## config.mk

```make
export PLATFORM = sky130hd
export DESIGN_NAME = score_display_ctrl
export DESIGN_NICKNAME = d
export VERILOG_FILES = /design/src/rtl/score_display_pkg.sv /design/src/rtl/seg7_decoder.sv /design/src/rtl/score_display_ctrl.sv
export SDC_FILE = /design/constraint.sdc
export NUM_CORES = 1
export LEC_CHECK = 0
export ABC_AREA = 1
export CORE_ASPECT_RATIO = 0.75
export CORE_MARGIN = 2
export CORE_UTILIZATION = 45
export CTS_BUF_LIST = sky130_fd_sc_hd__clkbuf_8 sky130_fd_sc_hd__clkbuf_16
export CTS_CLUSTER_DIAMETER = 40
export DETAILED_ROUTE_END_ITERATION = 10
export GPL_TIMING_DRIVEN = 0
export PLACE_DENSITY_LB_ADDON = 0.15
export REMOVE_ABC_BUFFERS = 1
export SYNTH_ARGS = -nofsm -noshare
export SYNTH_HDL_FRONTEND = slang
export SYNTH_SLANG_ARGS = --single-unit
```

## constraint.sdc

```tcl
create_clock -name clock -period 4.5 [get_ports clock]
set_input_delay 1.125 -clock clock [delete_from_list [all_inputs] [get_ports clock]]
set_output_delay 1.125 -clock clock [all_outputs]
set_load 0.03 [all_outputs]
```

## src/rtl/score_display_pkg.sv

```systemverilog
// Shared types and constants for the score display driver: FSM states,
// BCD scratch sizing and active-high gfedcba glyphs for the digits 0-9.
package score_display_pkg;

    typedef enum logic [1:0] {
        IDLE   = 2'd0,
        CONV   = 2'd1,
        COMMIT = 2'd2
    } state_t;

    // ceil(value_w * log10(2)) in integer arithmetic (log10(2) ~= 0.30103)
    function automatic int full_digits(input int value_w);
        return (value_w * 30103 + 99999) / 100000;
    endfunction

    localparam logic [6:0] GLYPH_0 = 7'h3F;
    localparam logic [6:0] GLYPH_1 = 7'h06;
    localparam logic [6:0] GLYPH_2 = 7'h5B;
    localparam logic [6:0] GLYPH_3 = 7'h4F;
    localparam logic [6:0] GLYPH_4 = 7'h66;
    localparam logic [6:0] GLYPH_5 = 7'h6D;
    localparam logic [6:0] GLYPH_6 = 7'h7D;
    localparam logic [6:0] GLYPH_7 = 7'h07;
    localparam logic [6:0] GLYPH_8 = 7'h7F;
    localparam logic [6:0] GLYPH_9 = 7'h6F;

    localparam logic [9:0][6:0] GLYPHS = {GLYPH_9, GLYPH_8, GLYPH_7, GLYPH_6, GLYPH_5,
                                          GLYPH_4, GLYPH_3, GLYPH_2, GLYPH_1, GLYPH_0};

endpackage

```

## src/rtl/seg7_decoder.sv

```systemverilog
// One BCD digit to gfedcba segments (bit0 = a). Blank or a non-decimal code
// turns every segment off; ACTIVE_LOW selects the drive polarity.
module seg7_decoder
    import score_display_pkg::*;
#(
    parameter int ACTIVE_LOW = 1
) (
    input  logic [3:0] bcd,
    input  logic       blank,
    output logic [6:0] seg
);

    logic [6:0] lit;

    always_comb begin
        lit = 7'h00;
        if (!blank && (bcd <= 4'd9)) begin
            lit = GLYPHS[bcd];
        end
        seg = (ACTIVE_LOW != 0) ? ~lit : lit;
    end

endmodule

```

## src/rtl/score_display_ctrl.sv

```systemverilog
// Samples value_in every REFRESH_CYCLES, converts it to BCD one bit per cycle
// (double dabble) and drives saturated BCD plus seven-segment digits.
// Define SCORE_DISPLAY_BLANK_EN to enable leading-zero blanking.
module score_display_ctrl
    import score_display_pkg::*;
#(
    parameter int VALUE_W        = 32,
    parameter int DIGITS         = 3,
    parameter int REFRESH_CYCLES = 1024,
    parameter int SEG_ACTIVE_LOW = 1
) (
    input  logic                  clock,
    input  logic                  reset,
    input  logic [VALUE_W-1:0]    value_in,
    input  logic                  hold,
    output logic [4*DIGITS-1:0]   bcd_out,
    output logic [7*DIGITS-1:0]   seg_out,
    output logic                  overflow,
    output logic                  busy,
    output logic                  update_pulse,
    output logic [1:0]            fsm_state
);

    localparam int FULL_DIGITS = full_digits(VALUE_W);
    // Pad the scratch so the low DIGITS nibbles always exist, even for narrow inputs
    localparam int SCR_DIGITS  = (FULL_DIGITS > DIGITS) ? FULL_DIGITS : DIGITS;
    localparam int SCR_W       = 4 * SCR_DIGITS;
    localparam int CNT_W       = (REFRESH_CYCLES > 1) ? $clog2(REFRESH_CYCLES) : 1;
    localparam int BIT_W       = $clog2(VALUE_W + 1);

    logic [CNT_W-1:0]   refresh_cnt;
    logic               tick;
    state_t             state, next_state;
    logic               capture_en, shift_en, commit_en;
    logic [BIT_W-1:0]   bit_cnt;
    logic [VALUE_W-1:0] shift_reg;
    logic [SCR_W-1:0]   scratch, scratch_adj;
    logic               high_nonzero;
    logic [DIGITS-1:0]  blank;

    // Free-running sample timer, independent of the FSM and hold
    always_ff @(posedge clock or posedge reset) begin
        if (reset) begin
            refresh_cnt <= '0;
        end else if (tick) begin
            refresh_cnt <= '0;
        end else begin
            refresh_cnt <= refresh_cnt + CNT_W'(1);
        end
    end

    assign tick = (refresh_cnt == CNT_W'(REFRESH_CYCLES - 1));

    always_ff @(posedge clock or posedge reset) begin
        if (reset) begin
            state <= IDLE;
        end else begin
            state <= next_state;
        end
    end

    // Ticks outside IDLE are simply not looked at, so they are dropped
    always_comb begin
        next_state = state;
        case (state)
            IDLE:    if (tick && !hold) next_state = CONV;
            CONV:    if (bit_cnt == BIT_W'(1)) next_state = COMMIT;
            COMMIT:  next_state = IDLE;
            default: next_state = IDLE;
        endcase
    end

    always_comb begin
        capture_en = (state == IDLE) && tick && !hold;
        shift_en   = (state == CONV);
        commit_en  = (state == COMMIT);
        busy       = (state != IDLE);
        fsm_state  = state;
    end

    always_comb begin
        scratch_adj = scratch;
        for (int i = 0; i < SCR_DIGITS; i++) begin
            if (scratch[4*i +: 4] >= 4'd5) begin
                scratch_adj[4*i +: 4] = scratch[4*i +: 4] + 4'd3;
            end
        end
    end

    always_comb begin
        high_nonzero = 1'b0;
        for (int i = DIGITS; i < SCR_DIGITS; i++) begin
            high_nonzero = high_nonzero | (|scratch[4*i +: 4]);
        end
    end

    always_ff @(posedge clock or posedge reset) begin
        if (reset) begin
            bit_cnt      <= '0;
            shift_reg    <= '0;
            scratch      <= '0;
            bcd_out      <= '0;
            overflow     <= 1'b0;
            update_pulse <= 1'b0;
        end else begin
            update_pulse <= 1'b0;
            if (capture_en) begin
                shift_reg <= value_in;
                scratch   <= '0;
                bit_cnt   <= BIT_W'(VALUE_W);
            end else if (shift_en) begin
                scratch   <= (scratch_adj << 1) | SCR_W'(shift_reg[VALUE_W-1]);
                shift_reg <= shift_reg << 1;
                bit_cnt   <= bit_cnt - BIT_W'(1);
            end else if (commit_en) begin
                update_pulse <= 1'b1;
                overflow     <= high_nonzero;
                bcd_out      <= high_nonzero ? {DIGITS{4'h9}} : scratch[4*DIGITS-1:0];
            end
        end
    end

`ifdef SCORE_DISPLAY_BLANK_EN
    logic lead_zero;

    // A digit blanks only if it and every digit above it are zero; digit 0 always shows
    always_comb begin
        blank     = '0;
        lead_zero = 1'b1;
        for (int i = DIGITS - 1; i >= 1; i--) begin
            lead_zero = lead_zero && (bcd_out[4*i +: 4] == 4'd0);
            blank[i]  = lead_zero && !overflow;
        end
    end
`else
    assign blank = '0;
`endif

    for (genvar g = 0; g < DIGITS; g++) begin : g_digit
        seg7_decoder #(
            .ACTIVE_LOW(SEG_ACTIVE_LOW)
        ) u_dec (
            .bcd  (bcd_out[4*g +: 4]),
            .blank(blank[g]),
            .seg  (seg_out[7*g +: 7])
        );
    end

endmodule

```

==> metrics.yaml <==
run_status:
  outcome: "completed"
synthesis:
  synth_top_family_by_area: "simple AND/OR/NAND/NOR gates"
  yosysSeqAreaShare_pct: 40.5
  synth_compound_area_share_pct: 5.43
  synth_seq_cells: 104
  syn_inst: 852
  synth-simple-area-share_pct: 34.0
  yosysWarnings: 0
  syn_area_per_cell_um2: 7.55
  synth_xor_area_share_pct: 2.72
  synth_cell_type_count: 30
  synth.mux.area_fraction_pct: 0
  syn_area_mm2: 0.00643
  synth_fa_ha_area_share_pct: 9.53
pwr:
  leakagePower_nw: 4.05
  ir_worst_vdd_mv: 0.177
  power_mw: 1.82
  p_per_area_mw_per_mm2: 240
  p_seq_share_pct: 51.3
  internal_power_mw: 1.46
  swShare_pct: 19.8
  p_clk_share_pct: 45.8
  comb_power_share_pct: 3.0
  p_switching_mw: 0.360
job:
  max-cap-violations: 0
cts:
  clockBufferDepth: 2
  clkSinkCount: 104
  clk_latency_ps: 350
  h-tree-depth: 3
  root_buffer: "clkbuf_16"
  cts_tree: "done"
  tritoncts.num_buffers: 9
  cts_resized: 0
  cts_hold_buf: 0
  post_cts_buffers: 0
  clk_pin_slew_worst_paths_ps: 70
worst_setup_path:
  cp_data_required_time_ps: 4700
  r2r-end: "bit_cnt[1]"
  critical_path_class: "primary input to flop"
  r2r-start: "fsm_state[1]"
  rr_worst_depth: 7
  cp-endpoint: "bit_cnt[1]"
  cp.arrival_ps: 4160
  cp-start-kind: "primary input"
  critPathLaunch: "hold"
  crit_fanout: 65
  ff2ff_setup_slack_ps: 1170
  end_kind: "flop"
  crit_chain: "clkdlybuf4s50_1 > nor2_2 > nand4_4 > buf_16 > nand3_1 > o21ai_0"
  critical_path.slowest_cell: "nor2_2"
  slowest_delay_ps: 1020
cells_and_area:
  area_growth_syn_to_layout_pct: 18.2
  largest_register_ffs: 40
  n_antenna_cell: 0
  layout-drive-gt1-share_pct: 3.19
  final_common_cell: "nand2_1"
  fillers: 1334
  final_cell_mix: "nand2_1, nand3_1, dfrtp_1"
  fin_nets: 987
sta:
  slew-limit-headroom_pct: 11.3
  report.final.setup_viol: 0
  tns_ps: 0
  period_minus_slack_ps: 3960
  max_freq_mhz: 253
  final-hold-violation-count: 0
  grt_setup_unrepaired: "false"
  skew_ps: 6.36
  timing.final.crit_share_pct: 87.9
  worstMarginPinSlew_ps: 1330
  slew_violations: 0
routing:
  drtIter0Drc: 395
  avgRoutedWirePerCell_um: 12.1
  ant_nets: 0
  wl_um: 13100
  drc: 0
  vias: 5378
  drt_first_pass_iters: 5
  via_per_inst: 4.97
global_routing:
  grt_pass1_wl_um: 23000
  grt_max_degree: 87
  gr-usage-all-layers_pct: 18.4
  antenna_found_initial: 0
  gr-total-overflow: 0
  grt_pass1_vias: 4908
floorplan:
  fp.dieH_um: 108
  rows: 37
  ios: 73
  core-area_mm2: 0.0138
  initial_utilization_pct: 46.5
  die_x_um: 142
  dieArea_mm2: 0.0153
placed_design:
  place.gp.congestion: 0.801
  port_buffers: 72
  hpwl_um: 8590
worst_hold_path:
  hold_path_class: "flop to flop"
-- power by group through the flow --
stage,registers (mW),logic [mW],clock network (mW)
2_1_floorplan,0.952,0.0175,0
3_3_place_gp,0.952,0.0532,0
3_5_place_dp,0.952,0.0562,0
4_1_cts,0.934,0.0562,0.866
5_1_grt,0.934,0.0606,0.898
6_report,0.934,0.0539,0.834
-- per-stage QoR --
step                util (%)  worst slack (ps)  hold WS (ps)  cell area (um^2)  cells
floorplan                  -               553           446              6250    817
global placement        52.0             -1530           462              7190   1064
detailed placement      52.6              45.8           477              7290   1067
CTS                     54.9               447           493              7600   1083
global route            54.9               244           513              7600   1083
finish                  54.9               543           483              7600   1083
-- synthesized netlist by cell type --
| cell type | instances | share of area [%] |
|---|---|---|
| o31ai_1 | 3 | 0.35 |
| buf_4 | 1 | 0.12 |
| nand2_1 | 276 | 16 |
| o21ai_0 | 52 | 4.0 |
| nand4_2 | 1 | 0.19 |
| or2_2 | 1 | 0.097 |
| nand3_1 | 129 | 10 |
| o221ai_1 | 1 | 0.14 |
| buf_2 | 5 | 0.39 |
| nor3_2 | 1 | 0.16 |
| nor2_1 | 37 | 2.2 |
| nand2_2 | 1 | 0.097 |
| xnor2_1 | 6 | 0.82 |
| buf_1 | 6 | 0.35 |
| clkbuf_1 | 18 | 1.1 |
| dfrtp_1 | 104 | 40 |
| nor2_4 | 2 | 0.35 |
| nand4_1 | 7 | 0.68 |
| xor2_1 | 14 | 1.9 |
| nand3b_1 | 31 | 3.6 |
| nor3_1 | 2 | 0.16 |
| inv_2 | 3 | 0.18 |
| ha_1 | 49 | 9.5 |
| a21oi_1 | 7 | 0.54 |
| o211ai_1 | 2 | 0.23 |
| nor2_2 | 3 | 0.29 |
| a22oi_1 | 1 | 0.12 |
| buf_6 | 5 | 0.88 |
| inv_1 | 83 | 4.8 |
| nor4_1 | 1 | 0.097 |
-- critical path, delay by kind of cell --
family,cells,cell delay (ps)
and+or+nand+nor,3,2000
AOI/OAI and AO/OA,1,90
buffers and inverters,2,910
-- metal layers --
metal	up-vias	track usage, %	wire length, um
met5	-	0	0
met3	11	4.89	602
met1	2428	26.7	7020
li1	2839	-	-
met2	100	27.6	5380
met4	0	3.93	109
-- cell type report --
type                       count  area, um^2  area share [%]
timing repair buffer          75         796            10.5
sequential                   104        2600            34.2
tap                          175         219            2.88
multi-input combinational    627        3340            44.0
clock inverter                 6        76.3            1.00
inverter                      86         328            4.31
clock buffer                  10         239            3.14
-- worst min path at each step --
stage,startpoint,cells after the start,slack (ps),end
5_1_grt,bit_cnt[5],1,510,fsm_state[1]
3_5_place_dp,overflow,2,480,overflow
2_1_floorplan,bit_cnt[5],1,450,fsm_state[1]
4_1_cts,overflow,2,490,overflow
3_3_place_gp,shift_reg[31],2,460,scratch[0]
6_report,overflow,2,480,overflow
-- cell families after synthesis --
logic type | after synthesis
xor+xnor | 20
buf+inv | 121
fa+ha+maj | 49
compound gates | 66
flops | 104
simple gates | 492
No activity file was read; power rests on OpenSTA's default activity.
